`src/rtl/mc_ctrl_pkg.sv`:
```
// Shared definitions for the multicycle MIPS controller: state codes, opcodes,
// datapath mux encodings and the decoded control word layout.
package mc_ctrl_pkg;

    typedef enum logic [3:0] {
        S_FETCH  = 4'd0,
        S_DECODE = 4'd1,
        S_MEMADR = 4'd2,
        S_MEMRD  = 4'd3,
        S_MEMWB  = 4'd4,
        S_MEMWR  = 4'd5,
        S_EXEC   = 4'd6,
        S_RTWB   = 4'd7,
        S_BRANCH = 4'd8,
        S_JUMP   = 4'd9,
        S_ADDIEX = 4'd10,
        S_ADDIWB = 4'd11
    } state_e;

    localparam logic [5:0] OP_RTYPE = 6'b000000;
    localparam logic [5:0] OP_LW    = 6'b100011;
    localparam logic [5:0] OP_SW    = 6'b101011;
    localparam logic [5:0] OP_BEQ   = 6'b000100;
    localparam logic [5:0] OP_J     = 6'b000010;
    localparam logic [5:0] OP_ADDI  = 6'b001000;

    localparam logic [1:0] ALUOP_ADD   = 2'b00;
    localparam logic [1:0] ALUOP_SUB   = 2'b01;
    localparam logic [1:0] ALUOP_FUNCT = 2'b10;

    localparam logic [1:0] SRCB_REGB  = 2'b00;
    localparam logic [1:0] SRCB_FOUR  = 2'b01;
    localparam logic [1:0] SRCB_IMM   = 2'b10;
    localparam logic [1:0] SRCB_IMMSH = 2'b11;

    localparam logic [1:0] PCSRC_ALU    = 2'b00;
    localparam logic [1:0] PCSRC_ALUOUT = 2'b01;
    localparam logic [1:0] PCSRC_JUMP   = 2'b10;

    // irwrite is absent: it depends only on the FETCH handshake, handled in the top.
    typedef struct packed {
        logic       pcwrite;
        logic       pcwritecond;
        logic       iord;
        logic       memread;
        logic       memwrite;
        logic       memtoreg;
        logic       regdst;
        logic       regwrite;
        logic       alusrca;
        logic [1:0] alusrcb;
        logic [1:0] aluop;
        logic [1:0] pcsource;
    } ctrl_word_t;

endpackage

```
`src/rtl/mc_ctrl_outdec.sv`:
```
// Moore output decoder: maps the controller state to its 15-bit control word.
// Unused state codes decode to an all-zero word.
module mc_ctrl_outdec
    import mc_ctrl_pkg::*;
(
    input  state_e     state_i,
    output ctrl_word_t ctrl_o
);

    always_comb begin
        ctrl_o = '0;
        case (state_i)
            S_FETCH: begin
                ctrl_o.memread = 1'b1;
                ctrl_o.alusrcb = SRCB_FOUR;
            end
            S_DECODE: ctrl_o.alusrcb = SRCB_IMMSH;
            S_MEMADR: begin
                ctrl_o.alusrca = 1'b1;
                ctrl_o.alusrcb = SRCB_IMM;
            end
            S_MEMRD: begin
                ctrl_o.memread = 1'b1;
                ctrl_o.iord    = 1'b1;
            end
            S_MEMWB: begin
                ctrl_o.memtoreg = 1'b1;
                ctrl_o.regwrite = 1'b1;
            end
            S_MEMWR: begin
                ctrl_o.memwrite = 1'b1;
                ctrl_o.iord     = 1'b1;
            end
            S_EXEC: begin
                ctrl_o.alusrca = 1'b1;
                ctrl_o.aluop   = ALUOP_FUNCT;
            end
            S_RTWB: begin
                ctrl_o.regdst   = 1'b1;
                ctrl_o.regwrite = 1'b1;
            end
            S_BRANCH: begin
                ctrl_o.alusrca     = 1'b1;
                ctrl_o.aluop       = ALUOP_SUB;
                ctrl_o.pcwritecond = 1'b1;
                ctrl_o.pcsource    = PCSRC_ALUOUT;
            end
            S_JUMP: begin
                ctrl_o.pcwrite  = 1'b1;
                ctrl_o.pcsource = PCSRC_JUMP;
            end
            S_ADDIEX: begin
                ctrl_o.alusrca = 1'b1;
                ctrl_o.alusrcb = SRCB_IMM;
            end
            S_ADDIWB: ctrl_o.regwrite = 1'b1;
            default: ctrl_o = '0;
        endcase
    end

endmodule

```
`src/rtl/multicycle_ctrl.sv`:
```
// Multicycle MIPS controller: state register, opcode-driven sequencing, memory
// handshake qualification, reset gating of the control word and a retire counter.
module multicycle_ctrl
    import mc_ctrl_pkg::*;
#(
    parameter int CNT_W = 32
) (
    input  logic             clk,
    input  logic             rst_n,
    input  logic [5:0]       opcode,
    input  logic             mem_ready,
    output logic             pcwrite,
    output logic             pcwritecond,
    output logic             iord,
    output logic             memread,
    output logic             memwrite,
    output logic             irwrite,
    output logic             memtoreg,
    output logic             regdst,
    output logic             regwrite,
    output logic             alusrca,
    output logic [1:0]       alusrcb,
    output logic [1:0]       aluop,
    output logic [1:0]       pcsource,
    output logic [3:0]       state,
    output logic             illegal_op,
    output logic [CNT_W-1:0] instr_count
);

    // Handshake: a request (memread/memwrite) is held steady in FETCH, MEMRD and
    // MEMWR until mem_ready=1 in the same cycle completes it; the state advances
    // on that edge. mem_ready has no effect in any other state.
    state_e           state_q, state_d;
    logic             illegal_q, illegal_d;
    logic [CNT_W-1:0] cnt_q, cnt_d;
    logic             retire;
    ctrl_word_t       cw, cw_g;
    logic             fetch_done;

    always_comb begin
        state_d   = state_q;
        illegal_d = 1'b0;
        retire    = 1'b0;
        case (state_q)
            S_FETCH: if (mem_ready) state_d = S_DECODE;
            S_DECODE: begin
                case (opcode)
                    OP_RTYPE:     state_d = S_EXEC;
                    OP_LW, OP_SW: state_d = S_MEMADR;
                    OP_BEQ:       state_d = S_BRANCH;
                    OP_J:         state_d = S_JUMP;
                    OP_ADDI:      state_d = S_ADDIEX;
                    default: begin
                        state_d   = S_FETCH;
                        illegal_d = 1'b1;
                    end
                endcase
            end
            S_MEMADR: state_d = (opcode == OP_LW) ? S_MEMRD : S_MEMWR;
            S_MEMRD:  if (mem_ready) state_d = S_MEMWB;
            S_MEMWB: begin
                state_d = S_FETCH;
                retire  = 1'b1;
            end
            S_MEMWR: begin
                if (mem_ready) begin
                    state_d = S_FETCH;
                    retire  = 1'b1;
                end
            end
            S_EXEC:   state_d = S_RTWB;
            S_ADDIEX: state_d = S_ADDIWB;
            S_RTWB, S_BRANCH, S_JUMP, S_ADDIWB: begin
                state_d = S_FETCH;
                retire  = 1'b1;
            end
            default: state_d = S_FETCH;
        endcase
    end

    assign cnt_d = retire ? cnt_q + {{(CNT_W-1){1'b0}}, 1'b1} : cnt_q;

    always_ff @(posedge clk or negedge rst_n) begin
        if (!rst_n) begin
            state_q   <= S_FETCH;
            illegal_q <= 1'b0;
            cnt_q     <= '0;
        end else begin
            state_q   <= state_d;
            illegal_q <= illegal_d;
            cnt_q     <= cnt_d;
        end
    end

    mc_ctrl_outdec u_outdec (
        .state_i (state_q),
        .ctrl_o  (cw)
    );

    // Outputs are gated by rst_n so an asserted reset kills any write at once.
    assign cw_g       = rst_n ? cw : '0;
    assign fetch_done = rst_n && (state_q == S_FETCH) && mem_ready;

    assign pcwrite     = cw_g.pcwrite | fetch_done;
    assign irwrite     = fetch_done;
    assign pcwritecond = cw_g.pcwritecond;
    assign iord        = cw_g.iord;
    assign memread     = cw_g.memread;
    assign memwrite    = cw_g.memwrite;
    assign memtoreg    = cw_g.memtoreg;
    assign regdst      = cw_g.regdst;
    assign regwrite    = cw_g.regwrite;
    assign alusrca     = cw_g.alusrca;
    assign alusrcb     = cw_g.alusrcb;
    assign aluop       = cw_g.aluop;
    assign pcsource    = cw_g.pcsource;
    assign state       = state_q;
    assign illegal_op  = illegal_q & rst_n;
    assign instr_count = cnt_q;

endmodule

```
`config.mk`:
```
export PLATFORM = sky130hd
export DESIGN_NAME = multicycle_ctrl
export DESIGN_NICKNAME = d
export VERILOG_FILES = /design/src/rtl/mc_ctrl_pkg.sv /design/src/rtl/mc_ctrl_outdec.sv /design/src/rtl/multicycle_ctrl.sv
export SDC_FILE = /design/constraint.sdc
export NUM_CORES = 1
export LEC_CHECK = 0
export CORE_UTILIZATION = 45
export CTS_CLUSTER_DIAMETER = 40
export DETAILED_ROUTE_END_ITERATION = 7
export GPL_ROUTABILITY_DRIVEN = 0
export PLACE_DENSITY_LB_ADDON = 0.08
export SLEW_MARGIN = 10
export SYNTH_ARGS = -nofsm -noshare
export SYNTH_HDL_FRONTEND = slang
export SYNTH_SLANG_ARGS = --single-unit
export TNS_END_PERCENT = 100
```
`constraint.sdc`:
```
create_clock -name clk -period 2.8 [get_ports clk]
set_input_delay 0.56 -clock clk [delete_from_list [all_inputs] [get_ports clk]]
set_output_delay 0.56 -clock clk [all_outputs]
set_load 0.01 [all_outputs]
```
# After elaboration in Yosys (flattened, before gate mapping)
# Cells that the tools add are included.
# word_totals
regBits,37
output_inout_bits,53
elab_cells,61
# classes
addsub,1
n_eq_ne,19
mux,23
n_bitwise,2
n_reduce_logical,13
# ops
op,n
$add 32x1->32 const B,1
$pmux 4 s7,1
$pmux 4 s5,1
$eq 4x3->1 const B,4
$eq 4x4->1 const B,4
$mux 15,1
$eq 6x6->1 const B,2
$mux 1,12
$mux 4,3
$eq 4x2->1 const B,2
$pmux 2 s2,2
$reduce_or 2->1,4
$eq 6x2->1 const B,1
$eq 6x3->1 const B,1
$eq 6x4->1 const B,1
$logic_not 6->1,1
$ne 2x2->1 const B,3
$pmux 2 s3,1
$reduce_or 6->1,1
$reduce_or 5->1,1
$eq 4x1->1 const B,1
$logic_not 4->1,1
$reduce_or 4->1,1
$mux 3,1
6 further kinds,7

# Logic depth before layout (Yosys ltp)
# Gate-level depths: netlist of the first run.
# logic_depth
depth_word,5
mapped_depth,7
depth_no_buf,5

# Modules after synthesis
# A second synthesis of the first run with hierarchy kept.
# unflattened
hier_cells,227
hier_area_um2,2198.4
# by_module_without_submodules
module,n_inst,cells_per_inst,area_per_inst_um2
multicycle_ctrl,1,201,2038.2
mc_ctrl_outdec,1,26,160.2

# Least setup slack after synthesis of the first run
# No wires, ideal clock.
# synth_timing
path_type,reg2out
from,register state_q[2] (netlist: state[2])
to,output port pcwrite
arrival_time_ns,1.402
setup_slack_ns,0.838
path_stages_with_launch,5
path_buffers,0
path_cell_list,dfrtp_1 -> nor2_1 -> nand2_1 -> nor4b_1 -> or2_2
# synth_between
elab_chain_len,4
word_cells_on_any_way,7
classes_between,1 x eq/ne; 2 x mux; 1 x bitwise; 3 x reduce/logical
# synth_lines
item,line,text
start: declaration,multicycle_ctrl.sv:33,"state_e state_q, state_d;"
start signal: assignment,multicycle_ctrl.sv:89,state_q <= state_d;
$logic_not 4->1,multicycle_ctrl.sv:102,assign fetch_done = rst_n && (state_q == S_FETCH) && mem_ready;
$logic_and 1x1->1 (2 in a row),multicycle_ctrl.sv:102,
net irwrite,multicycle_ctrl.sv:17,"output logic irwrite,"
$or 1x1->1,multicycle_ctrl.sv:104,assign pcwrite = cw_g.pcwrite | fetch_done;
end: declaration,multicycle_ctrl.sv:12,"output logic pcwrite,"
# The timed path passes the listed nets, and every way through them passes these cells.

# Worst setup path after layout of the first run
# layout_timing
from,input port mem_ready
to,output port pcwrite
# layout_between
elab_chain_len,2
# layout_lines
item,line,text
start: declaration,multicycle_ctrl.sv:11,"input logic mem_ready,"
$logic_and 1x1->1,multicycle_ctrl.sv:102,
$or 1x1->1,multicycle_ctrl.sv:104,
# Every way passes these cells.

==> results of run 1 <==
[flip-flops by register name, summed over array words and instances (netlist names)]
signal,cells
instr_count,32
illegal_q,1
state,4
[routing by layer]
| metal | share of wire (%) | wire length (um) |
|---|---|---|
| met5 | 0 | 0 |
| met4 | 1.2 | 53 |
| met3 | 6.1 | 267 |
| met2 | 46 | 2030 |
| met1 | 46 | 2040 |
[power groups by stage]
stage	Combinational, mW	Clock, mW	Sequential (mW)
CTS	0.259	0.385	0.598
finish	0.257	0.372	0.600
global route	0.282	0.411	0.606
detailed placement	0.258	0	0.608
floorplan	0.115	0	0.617
global placement	0.252	0	0.608
[per-stage QoR]
step	power (mW)	instances	utilization [%]
after detailed placement	0.866	308	64.5
after CTS	1.24	315	66.6
after floorplan	0.732	200	-
final	1.23	315	66.6
after global placement	0.860	308	64.5
after global routing	1.30	315	66.6
[worst paths after layout]
kind                                   end  slack, ns  cells after the start
max                                pcwrite       0.15                      4
min                               state[1]       0.13                      1
max reg2reg                instr_count[26]       0.66                      6
min reg2reg                instr_count[12]       0.50                      1
max in group asynchronous  instr_count[15]       2.13                      2
min in group clk           instr_count[12]       0.50                      1
[cell usage in the layout (no fill, tap or decap), drive strengths merged]
master and n:
a211oi 2, a21oi 2, a311oi 1, a31oi 2
and2 2, and3 9, and3b 1, and4 1
buf 9, clkbuf 7, clkdlybuf4s50 60, dfrtp 37
ha 1, inv 5, mux2 1, nand2 9
nand2b 5, nand3 21, nand3b 1, nand4 9
nor2 14, nor2b 1, nor3 10, nor4 3
nor4b 3, o2111ai 1, o211a 2, o211ai 1
o21a 1, o21ai 7, or2 2, or3 1
xnor2 26, xor2 8
[final cells by class]
cell class                 instances  area, um^2
clock buffer                       7        86.3
timing repair buffer              69         666
inverter                           5        18.8
fill                             368        1390
sequential                        37         926
multi-input combinational        147        1000
tap                               50        62.6
[synth_stat cells, types with 2 or more instances]
cell and number:
a211oi_1 2, a21oi_1 2, a31oi_1 2, and2_1 2
and3_1 9, buf_2 2, buf_4 3, clkbuf_1 5
dfrtp_1 37, inv_1 5, nand2_1 9, nand2b_1 5
nand3_1 21, nand4_1 7, nand4_2 2, nor2_1 14
nor3_1 10, nor4_4 2, nor4b_1 3, o211a_1 2
o21ai_0 7, xnor2_1 26, xor2_1 8
[cell families (layout without fill, tap and decap cells)]
group / Yosys count / in the layout / synth area share [%]
adders and majority gates: 1 / 1 / 0.623
buffers and inverters: 16 / 81 / 4.05
xor gates and xnor gates: 34 / 34 / 14.8
and+or+nand+nor: 92 / 92 / 26.7
muxes: 1 / 1 / 0.561
AOI/OAI and AO/OA: 19 / 19 / 7.11
DFF: 37 / 37 / 46.1
==> results.tsv, run 1 <==
metric	value	unit
p_leak	1.20	nW
synth_top_area_cell	dfrtp_1	
cpMostUsedCell	clkdlybuf4s50_1	
intPower	0.892	mW
die-area	4730	um^2
skew	0.00543	ns
antenna_found_initial	0	
synth_warnings	0	
p_sw_share	27.4	%
drc	0	
final.min_clock_period	2.65	ns
cts_sinks	37	
period_share	94.7	%
dp_hpwl	3240	um
cts_tree	yes	
htreeDepth	2	
ios	62	
startpoint_type	input port	
power.density	445	nW/um^2
start_util	48.4	%
synth_ff_type	dfrtp_1	
critPathCaptureType	primary output	
status	completed	
clk_latency	0.29	ns
p_clk_share	30.3	%
dpl_cell_area	2670	um^2
wl	4390	um
pre_cts_ws	0.150	ns
gr-usage-all-layers	21.0	%
fin_tns_setup	0	ns
use_met1	27.4	%
path_cells	clkdlybuf4s50_1 > nor4b_1 > or2_2 > clkdlybuf4s50_1	
synth-seq-cells	37	
synth_edf_count	0	
fin_area	2760	um^2
slowest_delay	0.53	ns
path_buf_inv	2	
grt_first_pass_wirelength	7230	um
grtUsageMet3	5.76	%
crit_family	buffers and inverters	
fin_hold_ws	0.131	ns
dr.pass1.iters	4	
vias_per_cell	5.43	
comb_power_share	20.9	%
grt_max_degree	22	
synthCells	200	
synth_fp_nets	210	
worstPathArrival	2.09	ns
hp-class	in -> async	
power.share.sequential	48.8	%
syn_avg_cell_area	10.0	um^2
path_class	in -> out	
met2_usage	32.5	%
fin_nets	275	
first_iter_violations	109	
numCtsBuffers	5	
grt_overflow	0	
finalSetupViolations	0	
core	4140	um^2
synth_area	2010	um^2
synthDistinctLibCells	38	
n_antenna_cell	0	
wl_per_cell	13.9	um
portBuffers	61	
ir_drop	0.412	mV
vias	1709	
rsz0062_at_grt	no	
setup.worst_path.start	mem_ready	
clk_transition_reported_paths	0.07	ns
hold_viol_final	0	
crit_path_top_delay_cell	clkdlybuf4s50_1	
synth.top_cell.area_share	46.1	%
tightest_slew	0.428	ns
grt_pass1_vias	1553	
setup_slack	0.148	ns
switchingPower	0.337	mW
rows	23	
hold_buffers	0	
cts_setup_buffers	0	
rr_startpoint	state[1]	
report.final.slew_viol_count	0	
ys_seq_area_share	46.1	%
ant_nets	0	
area_delta_synth_final	37.5	%
synth-async-reset-ratio	100	%
cts.path.max_buffers	2	
synth_area_leaders	dfrtp_1 46%, xnor2_1 11%, nand3_1 5.2%, xor2_1 3.5%, and3_1 2.8%	
cp.required	2.24	ns
path_max_fanout	5	
die_w	68.8	um
fmax	377	MHz
grt.busiest_layer	met2	
drive_gt1_share	8.30	%
fp.dieH	68.8	um
slew_headroom	71.2	%
ctsResizeCount	0	
cap_viol_max_count	0	
clockRootBuffer	clkbuf_8	
Power figures use the tool's default switching activity.
==> inputs of run 2 (changes only) <==
Settings changed: CORE_UTILIZATION 45 to 50, PLACE_DENSITY from default to 0.86, PLACE_DENSITY_LB_ADDON 0.08 to default.
==> run 2 against run 1 <==
Compared with the run above:
- sequential share of layout area shrank 0.45 points
- wire length shrank 0.14%
- first-iteration DRC count shrank 41%
- die area shrank 9.7%
- critical path depth is the same
- hold slack gained 0.35 ns
- largest cell class unchanged
==> results.tsv, run 2 (synthesized netlist as in run 1, its figures left out) <==
metric	value	unit
status	completed	
grt_overflow	0	
dp_hpwl	3140	um
clockRootBuffer	clkbuf_8	
numCtsBuffers	5	
fp.dieH	65.4	um
antenna_found_initial	0	
hold_viol_final	0	
power.density	476	nW/um^2
grt_first_pass_wirelength	7350	um
startpoint_type	flip-flop	
ios	62	
skew	0.0104	ns
largest_reg_flops	32	
fin_tns_setup	0	ns
vias	1722	
fin_nets	275	
dpl_cell_area	2670	um^2
path_max_fanout	16	
first_iter_violations	64	
drc	0	
ir_drop	0.437	mV
n_antenna_cell	0	
gr-usage-all-layers	22.5	%
report.final.slew_viol_count	0	
cts_setup_buffers	0	
path_class	reg -> out	
critPathCaptureType	primary output	
period_share	93.8	%
fin_total_pwr	1.33	mW
core	3740	um^2
grt_max_degree	38	
hp-class	reg -> reg	
fin_area	2800	um^2
grt_pass1_vias	1542	
wl_per_cell	14.0	um
final.min_clock_period	2.63	ns
drive_gt1_share	9.40	%
mostFrequentLayoutCells	60 x clkdlybuf4s50_1, 37 x dfrtp_1, 26 x xnor2_1	
clk_latency	0.29	ns
finish.utilization	74.7	%
fmax	381	MHz
mostFrequentLayoutCell	clkdlybuf4s50_1	
cts_tree	yes	
worstPathArrival	2.07	ns
tightest_slew	0.480	ns
slowest_delay	0.64	ns
start_util	53.6	%
crit_family	flip-flops	
ant_nets	0	
portBuffers	61	
cts_sinks	37	
ctsResizeCount	0	
dr.pass1.iters	4	
die_w	65.4	um
p_leak	1.21	nW
finalSetupViolations	0	
crit_path_top_delay_cell	dfrtp_1	
cts.path.max_buffers	2	
htreeDepth	2	
vias_per_cell	5.48	
area_delta_synth_final	39.3	%
path_cells	nand2b_1 > o21ai_0 > and3b_1 > clkdlybuf4s50_1	
wl	4380	um
rows	22	
cp.required	2.24	ns
slew_headroom	68.0	%
path_buf_inv	1	
die-area	4270	um^2
cap_viol_max_count	0	
hold_buffers	0	
clk_transition_reported_paths	0.07	ns
rsz0062_at_grt	no	
==> run 2: power by group <==
| part | switching, mW | internal [mW] |
|---|---|---|
| clock network | 0.190 | 0.290 |
| registers | 0.0436 | 0.564 |
| logic | 0.113 | 0.132 |
==> run 2: layer usage <==
metal | vias to the layer above | track usage (%) | part of all wire, %
li1 | 829 | - | -
met1 | 838 | 31.9 | 47
met2 | 49 | 34.7 | 47
met3 | 6 | 4.51 | 4.8
met4 | 0 | 7.07 | 1.2
met5 | - | 0 | 0
==> run 2: worst paths after layout <==
path / startpoint / to / slack (ns) / cells after the start
worst min register to register: instr_count[31] / instr_count[31] / 0.48 / 1
max in group asynchronous: rst_n / state[2] / 1.97 / 3
worst min-delay path: instr_count[31] / instr_count[31] / 0.48 / 1
min in group asynchronous: rst_n / instr_count[20] / 0.52 / 3
worst max-delay path: state[0] / alusrcb[1] / 0.17 / 4
worst max register to register: state[1] / instr_count[18] / 0.51 / 7
==> run 2: cell type report <==
type | count | area [um^2]
tap | 48 | 60.1
multi-input combinational | 147 | 1010
sequential | 37 | 926
clock inverter | 2 | 37.5
fill | 292 | 947
timing repair buffer | 69 | 666
inverter | 5 | 18.8
clock buffer | 6 | 82.6
==> run 2: worst reg2reg max path, cell delays in order (launching register included) <==
cell       delay [ns]
dfrtp_1          0.64
nand2b_1         0.25
buf_4            0.18
o2111ai_4        0.25
nor4_4           0.34
buf_4            0.23
nand3_1          0.13
xnor2_1          0.16
==> run 2: metrics by stage <==
stage,hold slack (ns),cells,worst slack [ns]
floorplan,0.264,200,0.838
global placement,0.465,306,0.133
finish,0.481,314,0.173
CTS,0.483,314,0.127
detailed placement,0.465,306,0.138
global route,0.509,314,0.0230
